[src/rtl/alu_exec_unit.sv]
// alu_exec_unit: sequential front-end for the combinational 8-bit ALU.
// It accepts one instruction per in_valid/in_ready handshake and reads its operands
// from an internal register bank. It drives the ALU for one cycle, captures the
// result and flags, optionally writes the result back, and holds the result on an
// out_valid/out_ready port until the consumer takes it.
// Optional feature macro: ALU_EXEC_IMM_EN adds in_use_imm/in_imm. When in_use_imm
// is set, an 8-bit immediate replaces operand B.
module alu_exec_unit #(
    parameter int unsigned  NUM_REGS   = 4,
    parameter logic [7:0]   FLAGS_MASK = 8'h3F,
    localparam int unsigned REG_AW     = $clog2(NUM_REGS)
) (
    input  logic              clk,
    input  logic              rst,
    input  logic              in_valid,
    output logic              in_ready,
    input  logic [3:0]        in_op,
    input  logic [REG_AW-1:0] in_dst,
    input  logic [REG_AW-1:0] in_src,
    input  logic              in_wb,
`ifdef ALU_EXEC_IMM_EN
    input  logic              in_use_imm,
    input  logic [7:0]        in_imm,
`endif
    input  logic              ld_en,
    input  logic [REG_AW-1:0] ld_addr,
    input  logic [7:0]        ld_data,
    output logic [7:0]        alu_a,
    output logic [7:0]        alu_b,
    output logic [3:0]        alu_op,
    output logic [7:0]        alu_cpu_flags,
    input  logic [7:0]        alu_c,
    input  logic [7:0]        alu_flags,
    output logic              out_valid,
    input  logic              out_ready,
    output logic [7:0]        out_result,
    output logic [7:0]        out_flags,
    output logic [REG_AW-1:0] out_dst,
    output logic [7:0]        flags_q,
    input  logic [REG_AW-1:0] dbg_addr,
    output logic [7:0]        dbg_data
);

    localparam logic [1:0] ST_IDLE = 2'd0;
    localparam logic [1:0] ST_EXEC = 2'd1;
    localparam logic [1:0] ST_RESP = 2'd2;

    logic [1:0]        state_q, state_d;
    logic [3:0]        op_q, op_d;
    logic [REG_AW-1:0] dst_q, dst_d;
    logic [REG_AW-1:0] src_q, src_d;
    logic              wb_q, wb_d;
    logic [7:0]        result_q, result_d;
    logic [7:0]        rflags_q, rflags_d;
    logic [REG_AW-1:0] rdst_q, rdst_d;
    logic [7:0]        flags_d;
    logic [7:0]        regs_q [NUM_REGS];
    logic [7:0]        regs_d [NUM_REGS];
    logic [7:0]        opb;
    logic              accept;
    logic              is_exec;

    assign in_ready   = (state_q == ST_IDLE) & ~rst;
    assign accept     = in_valid & in_ready;
    assign is_exec    = (state_q == ST_EXEC);
    assign out_valid  = (state_q == ST_RESP);
    assign out_result = result_q;
    assign out_flags  = rflags_q;
    assign out_dst    = rdst_q;
    assign dbg_data   = regs_q[dbg_addr];

`ifdef ALU_EXEC_IMM_EN
    logic       use_imm_q, use_imm_d;
    logic [7:0] imm_q, imm_d;

    // Immediate operand fields are captured with the rest of the instruction on accept.
    always_comb begin
        use_imm_d = use_imm_q;
        imm_d     = imm_q;
        if (accept) begin
            use_imm_d = in_use_imm;
            imm_d     = in_imm;
        end
    end

    // Immediate operand registers.
    always_ff @(posedge clk) begin
        if (rst) begin
            use_imm_q <= 1'b0;
            imm_q     <= '0;
        end else begin
            use_imm_q <= use_imm_d;
            imm_q     <= imm_d;
        end
    end

    assign opb = use_imm_q ? imm_q : regs_q[src_q];
`else
    assign opb = regs_q[src_q];
`endif

    // ALU drive: operands and op only in EXEC. The current flags are always presented.
    always_comb begin
        alu_a         = '0;
        alu_b         = '0;
        alu_op        = '0;
        alu_cpu_flags = flags_q;
        if (is_exec) begin
            alu_a  = regs_q[dst_q];
            alu_b  = opb;
            alu_op = op_q;
        end
    end

    // Sequencing and capture: latch instruction on accept, capture ALU outputs in EXEC.
    always_comb begin
        state_d  = state_q;
        op_d     = op_q;
        dst_d    = dst_q;
        src_d    = src_q;
        wb_d     = wb_q;
        result_d = result_q;
        rflags_d = rflags_q;
        rdst_d   = rdst_q;
        flags_d  = flags_q;
        case (state_q)
            ST_IDLE: begin
                if (accept) begin
                    op_d    = in_op;
                    dst_d   = in_dst;
                    src_d   = in_src;
                    wb_d    = in_wb;
                    state_d = ST_EXEC;
                end
            end
            ST_EXEC: begin
                result_d = alu_c;
                rflags_d = alu_flags;
                rdst_d   = dst_q;
                flags_d  = (flags_q & ~FLAGS_MASK) | (alu_flags & FLAGS_MASK);
                state_d  = ST_RESP;
            end
            ST_RESP: begin
                if (out_ready) begin
                    state_d = ST_IDLE;
                end
            end
            default: state_d = ST_IDLE;
        endcase
    end

    // Register bank update: direct load first, EXEC writeback overrides it on the same register.
    always_comb begin
        regs_d = regs_q;
        if (ld_en) begin
            regs_d[ld_addr] = ld_data;
        end
        if (is_exec && wb_q) begin
            regs_d[dst_q] = alu_c;
        end
    end

    // State registers with synchronous reset. Reset aborts any instruction in flight.
    always_ff @(posedge clk) begin
        if (rst) begin
            state_q  <= ST_IDLE;
            op_q     <= '0;
            dst_q    <= '0;
            src_q    <= '0;
            wb_q     <= 1'b0;
            result_q <= '0;
            rflags_q <= '0;
            rdst_q   <= '0;
            flags_q  <= '0;
            for (int unsigned i = 0; i < NUM_REGS; i++) begin
                regs_q[i] <= '0;
            end
        end else begin
            state_q  <= state_d;
            op_q     <= op_d;
            dst_q    <= dst_d;
            src_q    <= src_d;
            wb_q     <= wb_d;
            result_q <= result_d;
            rflags_q <= rflags_d;
            rdst_q   <= rdst_d;
            flags_q  <= flags_d;
            regs_q   <= regs_d;
        end
    end

endmodule

[config.mk]
export PLATFORM = sky130hd
export DESIGN_NAME = alu_exec_unit
export DESIGN_NICKNAME = d
export VERILOG_FILES = /design/src/rtl/alu_exec_unit.sv
export SDC_FILE = /design/constraint.sdc
export NUM_CORES = 1
export LEC_CHECK = 0
export CAP_MARGIN = 0
export CORE_UTILIZATION = 50
export DETAILED_ROUTE_END_ITERATION = 12
export GPL_ROUTABILITY_DRIVEN = 0
export PLACE_DENSITY = 0.89
export SYNTH_ARGS = -nofsm -noshare
export SYNTH_HDL_FRONTEND = slang
export SYNTH_SLANG_ARGS = --single-unit
export TNS_END_PERCENT = 30
[constraint.sdc]
create_clock -name clk -period 3.6 [get_ports clk]
set_clock_uncertainty 0.05 [all_clocks]
set_input_delay 0.36 -clock clk [delete_from_list [all_inputs] [get_ports clk]]
set_output_delay 0.36 -clock clk [all_outputs]
set_load 0.02 [all_outputs]
==> summary.txt, run 1 <==
final WL: 9290 um
Starting Density: 52.3%
drt drc: 10
Psw: 0.000433 W
DRT Pass-1 Iters: 9
Crit. End Element: output pin
failing checks: DRC
Core Footprint: 0.00642 mm2
die width: 83.9 um
CTS HTree Levels: 3
RSZ-0062 raised after global routing: false
Post-synth EDFFs: 0
WL per Instance: 17.3 um
dpl hpwl: 6740 um
crit-path cells: nor2b_2 > and2_1 > clkdlybuf4s50_1
clock tree sinks: 61
Post-Syn Area per Cell: 8.56 um2
P per Cell Area: 393 mW/mm2
via/cell ratio: 6.02
type of the worst min-delay path: flop to flop
Resized Gates After CTS: 0
Finished Layout Cells: 537
CP max stage delay: 0.78 ns
global-route wire length before repair: 15,300 um
fin crit period: 2.82 ns
yosys warns: 0
Inserted Clock Buffers: 9
Synth Area in Simple Gates: 26.2%
Worst Path Arrival: 2.41 ns
vias: 3,232
Final nets: 497
Mapped Area: 0.00336 mm2
Tcrit/Tclk final: 78.2%
Area contributors post-synth: dfxtp_1 36%, mux4_2 16%, nand2_1 13%
Worst slew margin: 26.3%
largest net degree at the start of global routing: 63
cell family with most CP delay: simple AND/OR/NAND/NOR gates
sequential power share: 42.3%
CTS Buffer Depth: 2
Peak VDD IR: 0.305 mV
mux contribution to synthesized area: 16.1%
fmax: 0.355 GHz
Starting DRT DRC Count: 415
status: finished, violations left
synth-to-layout area growth: 32.2%
Power Total: 0.00174 W
combinational cell fraction of total power: 15.0%
worst slew pin tran: 1.11 ns
Synth Instances: 392
Clk pwr share: 42.7%
post-synth top area cell: dfxtp_1
design area: 0.00444 mm2
cts hold-fix bufs: 0
dpl cell area: 0.00420 mm2
Netlist cell types: 27
final setup fails: 0
clock root cell: clkbuf_8
Post-Synth Adder-Cell Area: 0%
clock slew at reported path FFs: 0.07 ns
Slew Viols, Final: 0
post-synth top area share: 36.4%
Max-Cap Viols: 0
Synth Area in Compound Gates: 12.7%
later-pin clock latency in the skew report: 0.34 ns
sequential fraction of the synthesis area: 36.4%
number of global-route vias before repair: 3,075
Worst path slowest cell: nor2b_2
Worst EP required: 3.19 ns
CTS tree: built
layout cells sized above 1: 10.0%
Worst Path Class, Setup: flop to output pin
Main synth FF type: dfxtp_1
initial antenna violation count: 0
Final Hold Fails: 0
largest family of logic cells by synthesized area: simple AND/OR/NAND/NOR gates
startpoint type of the worst setup path: flop
DRT antenna net count: 0
buffers added on ports: 101
critical-path maximum fanout: 28
Rows: 29
GRT Resource Usage Total: 27.4%
chip height: 83.9 um
Synth Area in XOR/XNOR: 0%
die footprint: 0.00705 mm2
leakage: 1.43 nW
Worst Path Buf+Inv: 1
diode count: 0
Post-synth ARST share: 0%
Internal: 0.00131 W
post-route setup TNS: 0 ns
num ports: 106
setup bufs post-CTS: 0
Switching Share: 24.8%
synthesized flop and latch total: 61
grt ovf: 0
Placed Instances: 521
==> metal layers <==
layer	part of all wire, %	vias up	global-route usage [%]
met2	50	174	46.0
met1	40	1548	34.9
met3	8.0	13	4.75
met4	1.4	0	11.4
met5	0	-	0
li1	-	1497	-
==> flip-flops by register name, indices dropped and copies added, names as in the netlist <==
name / cells
out_dst: 2
wb_q: 1
regs_q: 32
out_flags: 2
op_q: 4
dst_q: 2
state_q: 2
alu_cpu_flags: 6
out_result: 8
src_q: 2
==> layout by cell type (no fill, tap or decap), drive strengths merged <==
master / netlist / routed
clkbuf: 24 / 12
conb: 1 / 4
buf: 29 / 2
or3b: 2 / 2
nor2b: 2 / 2
bufinv: 0 / 3
or2: 4 / 4
clkinv: 0 / 1
and3b: 2 / 2
inv: 1 / 1
nand2b: 3 / 3
nor3b: 1 / 1
and2: 20 / 20
nand2: 119 / 119
nand3b: 3 / 3
nor3: 33 / 33
mux4: 24 / 24
a311oi: 32 / 32
a21oi: 28 / 28
or4b: 1 / 1
clkdlybuf4s50: 0 / 100
nand3: 1 / 1
and3: 1 / 1
dfxtp: 61 / 61
==> cell type report <==
| class | count | area [um2] |
|---|---|---|
| fillers | 470 | 1980 |
| multi-input cells | 280 | 1860 |
| flip-flops and latches | 61 | 1220 |
| repair buffers | 102 | 1010 |
| clock buffers | 12 | 145 |
| well taps | 77 | 96.3 |
| clock inverters | 4 | 95.1 |
| inverters | 1 | 3.75 |
==> path summary, 6_finish.rpt <==
check / start / endpoint / slack (ns) / cells past startpoint
setup reg to reg: dst_q[1] / regs_q[3] / 1.30 / 3
setup / recovery: state_q[0] / alu_b[6] / 0.78 / 3
hold reg to reg: op_q[3] / op_q[3] / 0.41 / 2
hold / removal: op_q[3] / op_q[3] / 0.41 / 2
==> power groups by stage <==
| stage | sequential, W | clock [W] | combinational, W |
|---|---|---|---|
| 2_1_floorplan | 0.000746 | 0 | 0.000152 |
| 3_3_place_gp | 0.000748 | 0 | 0.000254 |
| 3_5_place_dp | 0.000752 | 0 | 0.000260 |
| 4_1_cts | 0.000737 | 0.000753 | 0.000262 |
| 5_1_grt | 0.000742 | 0.000790 | 0.000280 |
| 6_report | 0.000738 | 0.000744 | 0.000263 |
==> worst min-delay path, cell delays in order, from the launching register on <==
cell	delay (ns)
dfxtp_1	0.30
nand2_1	0.05
a21oi_1	0.05
==> synthesized netlist by cell type (3+ instances only) <==
| cell type | instances |
|---|---|
| buf_4 | 16 |
| nand2_1 | 119 |
| a21oi_1 | 28 |
| a311oi_1 | 31 |
| buf_2 | 6 |
| mux4_2 | 24 |
| dfxtp_1 | 61 |
| and2_1 | 20 |
| clkbuf_1 | 24 |
| nand2b_1 | 3 |
| nor3_1 | 33 |
| nand3b_1 | 3 |
| buf_1 | 5 |
==> cells by family (layout without fill, tap and decap cells) <==
kind of cell | count (synthesis) | after routing
muxes | 24 | 24
DFF | 61 | 61
and+or+nand+nor | 192 | 192
other | 1 | 4
buffers and inverters | 54 | 119
AOI/OAI and AO/OA | 60 | 60
==> per-stage QoR <==
stage	hold WS (ns)	worst slack [ns]	utilization (%)
after floorplan	0.382	1.75	-
final	0.405	0.784	69.1
after CTS	0.406	0.736	69.1
after detailed placement	0.396	0.902	65.4
after global routing	0.435	0.583	69.1
after global placement	0.389	0.984	65.4
Note: power is estimated with default switching activity, not from simulation.
==> run 2: changes to the inputs <==
Settings changed: CORE_UTILIZATION 50 to 42, PLACE_DENSITY 0.89 to 0.8.
Clock period 3.6 ns to 2.3 ns, I/O delays scaled along.
==> run 2 against run 1 <==
- the run now ends clean
- non-clock buffer count is 18 higher
- routed wire length increased by 7.5%
- core utilization is 9.3 points lower
- global-route usage fell by 3.1 points
- via count up 3.9%
- sequential share of layout area shrank 0.88 points
- design area rose by 4.1%
- critical path depth up 1
- worst setup slack lost 0.73 ns
- clock power is 37% higher
- largest power group is now sequential cells
==> summary.txt, run 2 (same netlist as run 1, synthesis figures left out) <==
Worst Path Arrival: 1.97 ns (was 2.41 ns)
GRT Resource Usage Total: 24.3% (was 27.4%)
final WL: 9990 um (was 9290 um)
Final nets: 515 (was 497)
Inserted Clock Buffers: 9 (unchanged)
synth-to-layout area growth: 37.6% (was 32.2%)
P per Cell Area: 566 mW/mm2 (was 393 mW/mm2)
Core Footprint: 0.00773 mm2 (was 0.00642 mm2)
cts hold-fix bufs: 0 (unchanged)
dpl hpwl: 7020 um (was 6740 um)
Worst Path Class, Setup: input pin to output pin (was flop to output pin)
CTS Buffer Depth: 2 (unchanged)
fin crit period: 2.25 ns
number of global-route vias before repair: 3,032 (was 3,075)
Worst EP required: 2.02 ns (was 3.19 ns)
CTS HTree Levels: 3 (unchanged)
Rows: 32 (was 29)
Clk pwr share: 38.9% (was 42.7%)
Max-Cap Viols: 0 (unchanged)
drt drc: 0 (was 10)
layout cells sized above 1: 14.0% (was 10.0%)
post-route setup TNS: 0 ns (unchanged)
Switching Share: 26.1% (was 24.8%)
clock slew at reported path FFs: 0.06 ns (was 0.07 ns)
Crit. End Element: output pin (unchanged)
type of the worst min-delay path: input pin to flop (was flop to flop)
Tcrit/Tclk final: 97.8%
Internal: 0.00193 W (was 0.00131 W)
num ports: 106 (unchanged)
CP max stage delay: 0.56 ns (was 0.78 ns)
Starting DRT DRC Count: 240 (was 415)
startpoint type of the worst setup path: input pin (was flop)
fmax: 0.445 GHz
leakage: 1.64 nW (was 1.43 nW)
setup ws final: 0.0504 ns (was 0.784 ns)
Psw: 0.000683 W (was 0.000433 W)
diode count: 0 (unchanged)
worst slew pin tran: 0.741 ns (was 1.11 ns)
sequential power share: 43.7% (was 42.3%)
design area: 0.00462 mm2 (was 0.00444 mm2)
most common cell after layout, fill and taps aside: nand2_1 (unchanged)
Starting Density: 43.4% (was 52.3%)
WL per Instance: 17.2 um (was 17.3 um)
combinational cell fraction of total power: 17.3% (was 15.0%)
critical-path maximum fanout: 8 (was 28)
buffers added on ports: 101 (unchanged)
Post-Place Setup Slack: 0.0569 ns (was 0.902 ns)
Worst path slowest cell: clkdlybuf4s50_1 (was nor2b_2)
status: complete, no violations (was finished, violations left)
Filler cells: 655 (was 470)
clock tree sinks: 61 (unchanged)
crit-path cells: clkdlybuf4s50_1 > buf_12 > mux4_2 > clkdlybuf4s50_1 (was nor2b_2 > and2_1 > clkdlybuf4s50_1)
later-pin clock latency in the skew report: 0.34 ns (about the same)
final setup fails: 0 (unchanged)
initial antenna violation count: 0 (unchanged)
global-route wire length before repair: 15,600 um (was 15,300 um)
chip height: 91.4 um (was 83.9 um)
via/cell ratio: 5.79 (was 6.02)
commonest cells after routing, fill and taps aside: 119 x nand2_1, 86 x clkdlybuf4s50_1, 58 x dfxtp_1, 33 x nor3_1, 31 x a311oi_1 (was 119 x nand2_1, 100 x clkdlybuf4s50_1, 61 x dfxtp_1, 33 x nor3_1, 31 x a311oi_1)
die footprint: 0.00835 mm2 (was 0.00705 mm2)
Slew Viols, Final: 0 (unchanged)
grt ovf: 0 (unchanged)
Final Hold Fails: 0 (unchanged)
cell mode on critical path: clkdlybuf4s50_1
Peak VDD IR: 0.280 mV (was 0.305 mV)
R2R Setup Slk: 0.41 ns (was 1.30 ns)
CTS tree: built (unchanged)
clock root cell: clkbuf_8 (unchanged)
Top reg by flops: regs_q (unchanged)
RSZ-0062 raised after global routing: false (unchanged)
DRT Pass-1 Iters: 8 (was 9)
max FFs per register: 32 (unchanged)
dpl cell area: 0.00439 mm2 (was 0.00420 mm2)
vias: 3,358 (was 3,232)
die width: 91.4 um (was 83.9 um)
final hold slack: 0.265 ns (was 0.405 ns)
Worst slew margin: 50.6% (was 26.3%)
DRT antenna net count: 0 (unchanged)
largest net degree at the start of global routing: 40 (was 63)
-- run 2: power groups by stage --
stage               Combinational (W)  Clock (W)  Sequential, W
floorplan                    0.000239          0        0.00117
global placement             0.000442          0        0.00116
detailed placement           0.000448          0        0.00117
CTS                          0.000449    0.00103        0.00114
finish                       0.000453    0.00102        0.00114
global route                 0.000482    0.00108        0.00115
-- run 2: worst paths after layout --
check | from | end | cells past startpoint
worst max-delay path | dbg_addr[0] | dbg_data[4] | 4
worst min register to register | op_q[2] | op_q[2] | 2
worst max register to register | dst_q[1] | regs_q[23] | 4
worst min-delay path | rst | dst_q[1] | 2
-- run 2: what timing repair did --
action | 4_1_cts | 5_1_grt
gates resized for setup | 15 | 5
endpoints found under the hold margin | 0 | 0
setup buffers | 0 | 2
endpoints found under the setup margin | 16 | 11
pin swaps | 0 | 0
-- run 2: final cells by class --
type | count | area, um2 | area share (%)
timing repair buffer | 120 | 1190 | 25.7
sequential | 61 | 1230 | 26.6
tap | 102 | 128 | 2.76
clock buffer | 11 | 131 | 2.84
inverter | 1 | 3.75 | 0.0813
clock inverter | 5 | 75.1 | 1.63
multi-input combinational | 280 | 1860 | 40.4
-- run 2: stage by stage --
| stage | total power (W) | util, % | instances |
|---|---|---|---|
| floorplan | 0.00141 | - | 395 |
| global placement | 0.00161 | 56.8 | 562 |
| detailed placement | 0.00161 | 56.8 | 562 |
| CTS | 0.00262 | 59.4 | 578 |
| global route | 0.00271 | 59.8 | 580 |
| finish | 0.00261 | 59.8 | 580 |
-- run 2: critical path, delay by kind of cell --
kind	cells	cell delay, ns
buffers and inverters	3	1.22
muxes	1	0.52
-- run 2: layer usage --
layer / up-vias / part of all wire (%) / global-route usage [%]
met4: 0 / 3.3 / 11.5
met1: 1600 / 38 / 29.8
li1: 1535 / - / -
met5: - / 0 / 0
met2: 187 / 50 / 40.0
met3: 36 / 8.5 / 5.78
